--- config.mk ---
export PLATFORM = sky130hd
export DESIGN_NAME = dbus_walk_arbiter_flat
export DESIGN_NICKNAME = d
export VERILOG_FILES = /design/src/rtl/dbus_walk_arbiter_if.sv /design/src/rtl/dbus_walk_arbiter.sv /design/src/flat_wrapper.sv
export SDC_FILE = /design/constraint.sdc
export NUM_CORES = 1
export LEC_CHECK = 0
export CORE_AREA = 2 2 204 206
export DETAILED_ROUTE_END_ITERATION = 8
export DIE_AREA = 0 0 206 208
export SETUP_SLACK_MARGIN = 0.1
export SYNTH_ARGS = -nofsm -noshare
export SYNTH_HDL_FRONTEND = slang
export SYNTH_SLANG_ARGS = --single-unit
--- constraint.sdc ---
create_clock -name clk -period 4.3 [get_ports clk]
set_input_delay 0.645 -clock clk [delete_from_list [all_inputs] [get_ports clk]]
set_output_delay 0.645 -clock clk [all_outputs]
set_load 0.005 [all_outputs]
--- src/rtl/dbus_walk_arbiter_if.sv ---
// Shared dBUS request/response types and the arbiter's bus-side interface.
// Carries both requester channels, the shared bus channel and the owner code.
typedef enum logic [1:0] {MSIZE1, MSIZE2, MSIZE4, MSIZE8} dbus_size_t;

typedef struct packed {
    logic       valid;
    logic [7:0] strobe;
    dbus_size_t size;
    logic [31:0] addr;
    logic [63:0] data;
} dbus_req_t;

typedef struct packed {
    logic        addr_ok;
    logic        data_ok;
    logic [63:0] data;
} dbus_resp_t;

interface dbus_walk_arbiter_if;
    dbus_req_t  ptw_req;
    dbus_req_t  mem_req;
    dbus_req_t  dreq;
    dbus_resp_t ptw_resp;
    dbus_resp_t mem_resp;
    dbus_resp_t dresp;
    logic [1:0] owner;

    modport master (
        input  ptw_req, mem_req, dresp,
        output ptw_resp, mem_resp, dreq, owner
    );
    modport slave (
        output ptw_req, mem_req, dresp,
        input  ptw_resp, mem_resp, dreq, owner
    );
endinterface

--- src/rtl/dbus_walk_arbiter.sv ---
// Two-way arbiter sharing one dBUS between the page-table walker and load/store.
// Define DBUS_ARB_RR_EN for round-robin on simultaneous requests; default is PTW priority.
module dbus_walk_arbiter (
    input  logic clk,
    input  logic reset,
    dbus_walk_arbiter_if.master bus
);
    localparam logic [1:0] IDLE     = 2'b00;
    localparam logic [1:0] BUSY_PTW = 2'b01;
    localparam logic [1:0] BUSY_MEM = 2'b10;

    logic [1:0] state;
    dbus_req_t  latched;
    logic       last_served;
    logic       any_req;
    logic       grant_mem;
    logic       busy;

    always_comb begin
        any_req = bus.ptw_req.valid | bus.mem_req.valid;
`ifdef DBUS_ARB_RR_EN
        // On a tie, MEM wins only if PTW was served last.
        grant_mem = bus.mem_req.valid & (~bus.ptw_req.valid | ~last_served);
`else
        grant_mem = bus.mem_req.valid & ~bus.ptw_req.valid;
`endif
    end

`ifndef DBUS_ARB_RR_EN
    logic unused_last_served;
    assign unused_last_served = last_served;
`endif

    always_ff @(posedge clk) begin
        if (reset) begin
            state       <= IDLE;
            latched     <= '0;
            last_served <= 1'b1;
        end else begin
            case (state)
                IDLE: begin
                    if (any_req) begin
                        state       <= grant_mem ? BUSY_MEM : BUSY_PTW;
                        latched     <= grant_mem ? bus.mem_req : bus.ptw_req;
                        last_served <= grant_mem;
                    end
                end
                BUSY_PTW, BUSY_MEM: begin
                    if (bus.dresp.data_ok) state <= IDLE;
                end
                default: state <= IDLE;
            endcase
        end
    end

    assign busy = (state == BUSY_PTW) || (state == BUSY_MEM);

    // The latched copy is replayed until data_ok, even if the owner drops valid.
    always_comb begin
        bus.dreq = '0;
        if (busy) begin
            bus.dreq       = latched;
            bus.dreq.valid = 1'b1;
        end
    end

    assign bus.ptw_resp = (state == BUSY_PTW) ? bus.dresp : '0;
    assign bus.mem_resp = (state == BUSY_MEM) ? bus.dresp : '0;
    assign bus.owner    = state;
endmodule
--- src/flat_wrapper.sv ---
// flat-port wrapper written by rule: the top's interface ports become plain ports
module dbus_walk_arbiter_flat 
  (clk, reset, bus_ptw_req, bus_mem_req, bus_dresp, bus_ptw_resp, bus_mem_resp, bus_dreq, bus_owner);
  dbus_walk_arbiter_if bus_i ();
  input  logic clk;
  input  logic reset;
  input wire logic [$bits(bus_i.ptw_req)-1:0] bus_ptw_req;
  input wire logic [$bits(bus_i.mem_req)-1:0] bus_mem_req;
  input wire logic [$bits(bus_i.dresp)-1:0] bus_dresp;
  output wire logic [$bits(bus_i.ptw_resp)-1:0] bus_ptw_resp;
  output wire logic [$bits(bus_i.mem_resp)-1:0] bus_mem_resp;
  output wire logic [$bits(bus_i.dreq)-1:0] bus_dreq;
  output wire logic [$bits(bus_i.owner)-1:0] bus_owner;
  assign bus_i.ptw_req = bus_ptw_req;
  assign bus_i.mem_req = bus_mem_req;
  assign bus_i.dresp = bus_dresp;
  assign bus_ptw_resp = bus_i.ptw_resp;
  assign bus_mem_resp = bus_i.mem_resp;
  assign bus_dreq = bus_i.dreq;
  assign bus_owner = bus_i.owner;
  dbus_walk_arbiter u_core (.clk(clk), .reset(reset), .bus(bus_i));
endmodule
==> results of run 1 <==
worst max-delay path, stage by stage, from the launching register on:
cell             delay [ps]
dfxtp_1                 380
inv_1                   100
ha_4                    910
and2_1                  290
clkdlybuf4s50_1         550
power breakdown:
| part | switching [mW] | leakage [nW] | internal [mW] |
|---|---|---|---|
| Clock | 0.468 | 0.145 | 0.424 |
| Sequential | 0.0786 | 0.898 | 1.14 |
| Combinational | 0.538 | 3.54 | 0.702 |
kinds of logic (layout without fill, tap and decap cells):
group | after synthesis | after routing
compound gates | 111 | 111
fa+ha+maj | 3 | 3
buf+inv | 88 | 546
flops | 108 | 108
other cells | 0 | 3
simple gates | 562 | 562
state kept, by name, indices dropped and copies added (netlist names):
name,cells
u_core.latched,106
u_core.bus.owner,2
worst max path at each step:
| stage | end | slack [ps] | cells after the start |
|---|---|---|---|
| global placement | bus_dreq[103] | 1370 | 4 |
| global route | bus_dreq[103] | 810 | 4 |
| CTS | bus_dreq[103] | 900 | 4 |
| detailed placement | bus_dreq[103] | 1360 | 4 |
| floorplan | bus_dreq[100] | 2240 | 5 |
| finish | bus_dreq[103] | 980 | 4 |
cell usage in the layout, fill, tap and decap left out:
cell type        instances
clkdlybuf4s50_1        521
and2_1                 238
nand2_1                212
dfxtp_1                108
nor2_1                 106
a311oi_1               106
clkbuf_16                9
inv_6                    6
buf_4                    4
diode_2                  3
nand2b_1                 3
buf_12                   3
inv_1                    2
a21oi_1                  2
ha_2                     2
o21a_4                   1
nor2b_4                  1
nand2b_4                 1
a21o_1                   1
nand3_1                  1
a211oi_1                 1
ha_4                     1
clkbuf_8                 1
metal layers:
metal / routed length (microns) / GRT usage
met5: 13 / 0
met4: 692 / 0.0426
met3: 2430 / 0.0393
met2: 16500 / 0.262
met1: 13200 / 0.162
area by class of cell:
class,instances,area share
Clock inverter,6,0.00431
Inverter,2,0.000616
Tap cell,532,0.0546
Multi-Input combinational cell,676,0.308
Sequential cell,108,0.177
Antenna cell,3,0.000616
Clock buffer,10,0.0196
Timing Repair Buffer,528,0.435
synthesized netlist by cell type:
library cell | n | area [sq um]
nor2b_1 | 1 | 6.26
buf_1 | 2 | 7.51
ha_1 | 3 | 37.5
dfxtp_1 | 108 | 2160
a211oi_1 | 1 | 7.51
buf_2 | 34 | 170
and2_1 | 238 | 1490
nand2b_1 | 4 | 25.0
clkbuf_1 | 35 | 131
a21oi_1 | 2 | 10.0
nand3_1 | 1 | 5.00
buf_6 | 7 | 78.8
inv_1 | 2 | 7.51
nor2_1 | 106 | 398
a311oi_1 | 106 | 928
o21a_1 | 1 | 7.51
buf_4 | 8 | 60.1
a21o_1 | 1 | 7.51
nand2_1 | 212 | 796
stage by stage:
stage                     cells  setup WS (ps)  area, sq um  hold WS, ps
after global routing       1864            810        12200          512
after CTS                  1862            903        12200          501
after global placement     1846           1370        11900          479
after detailed placement   1846           1360        11900          487
after floorplan             872           2240         6330          472
final                      1865            984        12200          496
==> out/qor.yml, run 1 <==
fin_util: 0.301
worstSetupStartpoint: "u_core.bus.owner[1]"
synthAdderAreaFrac: 0.00593
overflow: 0
multi_input_area_sq_um: 3760
min_path_cells: 2
crit_type: "reg2out"
fillers: 4364
leakagePower_nw: 4.58
synth_top_family_by_area: "simple AND/OR/NAND/NOR gates"
worst_slew_margin_rel: 0.341
drt_drc_violations_left: 0
hold_viol_final: 0
synth-compound-area-share: 0.152
finalMaxSlewViolations: 0
die-area_sq_um: 42800
synth-xor-area-share: 0
clkTransAtPathRegs_ps: 90
area_delta_synth_final_pct: 92.5
r2r_start: "u_core.bus.owner[0]"
fmax_mhz: 302
seq_area_sq_um: 2160
cts_tree: "done"
synth_fp_nets: 1157
drt_iter0_drc: 318
start_util: 0.156
cts_made_buffers: 9
cap_violations: 0
core_sq_um: 40600
ys_warn_count: 0
die_w_microns: 206
worstPathArrival_ps: 2670
drtAntennaViolNets: 0
synth_seq_area_share: 0.341
crit_path_end_kind: "primary output"
avgSynthCellArea_sq_um: 7.26
portBuffers: 522
viasPerCell: 4.15
period_share: 0.771
finalSetupTns_ps: 0
r2r_cells: 6
min-delay-path-class: "reg2reg"
syn_area_sq_um: 6330
drive_gt1_frac: 0.0218
hold_buffers: 0
p_per_area_nw_per_um2: 275
crit_fanout: 108
min_to: "u_core.latched[67]"
skew_ps: 12.3
gp_congestion: 0.801
rows: 74
worstMarginPinSlew_ps: 988
vias: 7746
period_needed_ps: 3320
cts_resized: 0
first_pass_iters: 5
r2r_end: "u_core.latched[21]"
synth_cell_type_count: 19
cp.required_ps: 3650
grt_pass1_vias: 7473
outcome: "completed"
clock_latency_ps: 380
hp-start: "u_core.latched[67]"
p_total_mw: 3.35
ys_ff_latch: 108
rsz0062_at_grt: "no"
worstSetupStartpointType: "flip-flop"
postCtsSetupBuffers: 0
fp.dieH_microns: 208
synth.area.mux_share: 0
avgRoutedWirePerCell_microns: 17.6
cts.htree.levels: 3
ios: 523
r2r_setup_slack_ps: 2160
grt_pass1_wl_mm: 46.4
postSynthCellCount: 872
routed_wirelength_mm: 32.8
clock-sinks: 108
grt_max_degree: 109
cts.path.max_buffers: 2
antenna_found_initial: 3
dp_hpwl_mm: 24.7
track_usage: 0.144
max-vdd-ir-drop_v: 0.000189
setup_viol_count_final: 0
fin_nets: 1610
synthSimpleGateAreaFrac: 0.429
cts_root_buf: "clkbuf_16"
No activity file was read; power rests on OpenSTA's default activity.
==> inputs of run 2 (changes only) <==
--- a/config.mk
+++ b/config.mk
@@ -5,9 +5,9 @@
 export SDC_FILE = /design/constraint.sdc
 export NUM_CORES = 1
 export LEC_CHECK = 0
-export CORE_AREA = 2 2 204 206
+export CORE_AREA = 2 2 201 203
 export DETAILED_ROUTE_END_ITERATION = 8
-export DIE_AREA = 0 0 206 208
+export DIE_AREA = 0 0 203 205
 export SETUP_SLACK_MARGIN = 0.1
 export SYNTH_ARGS = -nofsm -noshare
 export SYNTH_HDL_FRONTEND = slang
==> constraint.sdc (replaced) <==
create_clock -name clk -period 3.15 [get_ports clk]
set_input_delay 0.4725 -clock clk [delete_from_list [all_inputs] [get_ports clk]]
set_output_delay 0.4725 -clock clk [all_outputs]
set_load 0.005 [all_outputs]
==> out/qor.yml, run 2 (same netlist as run 1, synthesis figures left out) <==
outcome: "completed"
grt_pass1_wl_mm: 46.8
antenna_found_initial: 1
p_per_area_nw_per_um2: 382
ios: 523
rsz0062_at_grt: "no"
die-area_sq_um: 41600
finalSetupTns_ps: 0
slowest_delay_ps: 560
finalMaxSlewViolations: 0
leakagePower_nw: 4.68
path_buf_inv: 3
cp.required_ps: 2680
track_usage: 0.150
first_pass_iters: 4
crit_path_end_kind: "primary output"
cts_root_buf: "clkbuf_16"
viasPerCell: 4.16
r2r_start: "u_core.bus.owner[0]"
min_path_cells: 2
fmax_mhz: 350
vias: 7775
area_delta_synth_final_pct: 95.2
skew_ps: 9.16
min_to: "u_core.latched[11]"
worstPathArrival_ps: 2390
period_share: 0.908
largest_reg_flops: 106
worstMarginPinSlew_ps: 685
die_w_microns: 203
drt_drc_violations_left: 0
rows: 73
r2r_setup_slack_ps: 1280
cts_resized: 0
crit_fanout: 108
fp.dieH_microns: 205
grt_pass1_vias: 7627
dpl_cell_area_sq_um: 12000
r2r_end: "u_core.latched[41]"
crit_type: "reg2out"
cts.path.max_buffers: 2
crit_chain: "inv_1, ha_4, buf_12, and2_1, clkdlybuf4s50_1"
fillers: 4234
worstSetupStartpoint: "u_core.bus.owner[1]"
drive_gt1_frac: 0.0306
core_sq_um: 39400
cap_violations: 0
layout.cells.most_common: "clkdlybuf4s50_1"
overflow: 0
cts_made_buffers: 9
dp_hpwl_mm: 24.9
worst_slew_margin_rel: 0.543
worstSetupStartpointType: "flip-flop"
start_util: 0.161
hold_buffers: 0
gp_congestion: 0.857
avgRoutedWirePerCell_microns: 17.6
final_cell_area_sq_um: 12400
layout_common_cells: "clkdlybuf4s50_1 (521), and2_1 (238), nand2_1 (212)"
grt_max_degree: 109
clock-sinks: 108
postCtsSetupBuffers: 0
setup_viol_count_final: 0
top_register: "u_core.latched"
hold_viol_final: 0
cts_tree: "done"
cts.htree.levels: 3
fin_hold_ws_ps: 492
min-delay-path-class: "reg2reg"
period_needed_ps: 2860
clkTransAtPathRegs_ps: 80
fin_nets: 1622
hp-start: "u_core.latched[11]"
routed_wirelength_mm: 32.9
drtAntennaViolNets: 0
drt_iter0_drc: 371
r2r_cells: 6
cp_slowest_cell: "clkdlybuf4s50_1"
max-vdd-ir-drop_v: 0.000265
cp_top_family: "buffers and inverters"
portBuffers: 522
clock_latency_ps: 380
## run 2: cell count changes in the layout (fill, tap and decap cells not counted), sizes merged
cell    change
buf        +12
diode       -2
inv         -5
clkinv      +3
bufinv      +2
## run 2: final cells by class
type,instances,area [sq um],share of cell area
antenna,1,2.50,0.000202
clock buffer,10,239,0.0193
clock inverter,6,95.1,0.00769
inverter,2,7.51,0.000607
multi-input combinational,676,3760,0.304
sequential,108,2160,0.175
tap,525,657,0.0531
timing repair buffer,540,5450,0.440
## run 2: layer usage
metal,up-vias,part of all wire,GRT usage
met4,0,0.017,0.0448
met5,-,0,0
met3,23,0.076,0.0433
met2,310,0.52,0.278
met1,3635,0.39,0.163
li1,3807,-,-
## run 2: how the worst max path moves through the flow
stage,to,slack (ps),depth (start not counted)
after CTS,bus_dreq[101],250,5
final,bus_dreq[101],290,5
after floorplan,bus_dreq[100],1270,5
after global placement,bus_dreq[101],690,5
after detailed placement,bus_dreq[101],690,5
after global routing,bus_dreq[101],150,5
## run 2: stage by stage
stage          instances  utilization  power (mW)  setup WS, ps
4_1_cts             1867        0.314        4.82           249
2_1_floorplan        872            -        2.39          1270
5_1_grt             1867        0.314        5.01           150
3_3_place_gp        1851        0.306        3.43           695
3_5_place_dp        1851        0.306        3.44           688
6_report            1868        0.314        4.72           290
## run 2: where the power goes
part / internal, mW / total (mW) / switching, mW
Clock: 0.727 / 1.33 / 0.602
Sequential: 1.56 / 1.65 / 0.0911
Combinational: 0.991 / 1.74 / 0.753
## run 2: worst register-to-register path, cell delays in order, from the launching register on
cell,delay [ps]
dfxtp_1,330
inv_1,140
ha_4,180
o21a_4,440
buf_4,350
nor2_1,70
a311oi_1,260
==> inputs of run 3 (changes only) <==
--- a/config.mk
+++ b/config.mk
@@ -6,6 +6,7 @@
 export NUM_CORES = 1
 export LEC_CHECK = 0
 export CORE_AREA = 2 2 201 203
+export CTS_CLUSTER_DIAMETER = 200
 export DETAILED_ROUTE_END_ITERATION = 8
 export DIE_AREA = 0 0 203 205
 export SETUP_SLACK_MARGIN = 0.1
==> results of run 3 <==
No change in the layout: final DEF, timing and power equal those of run 2.
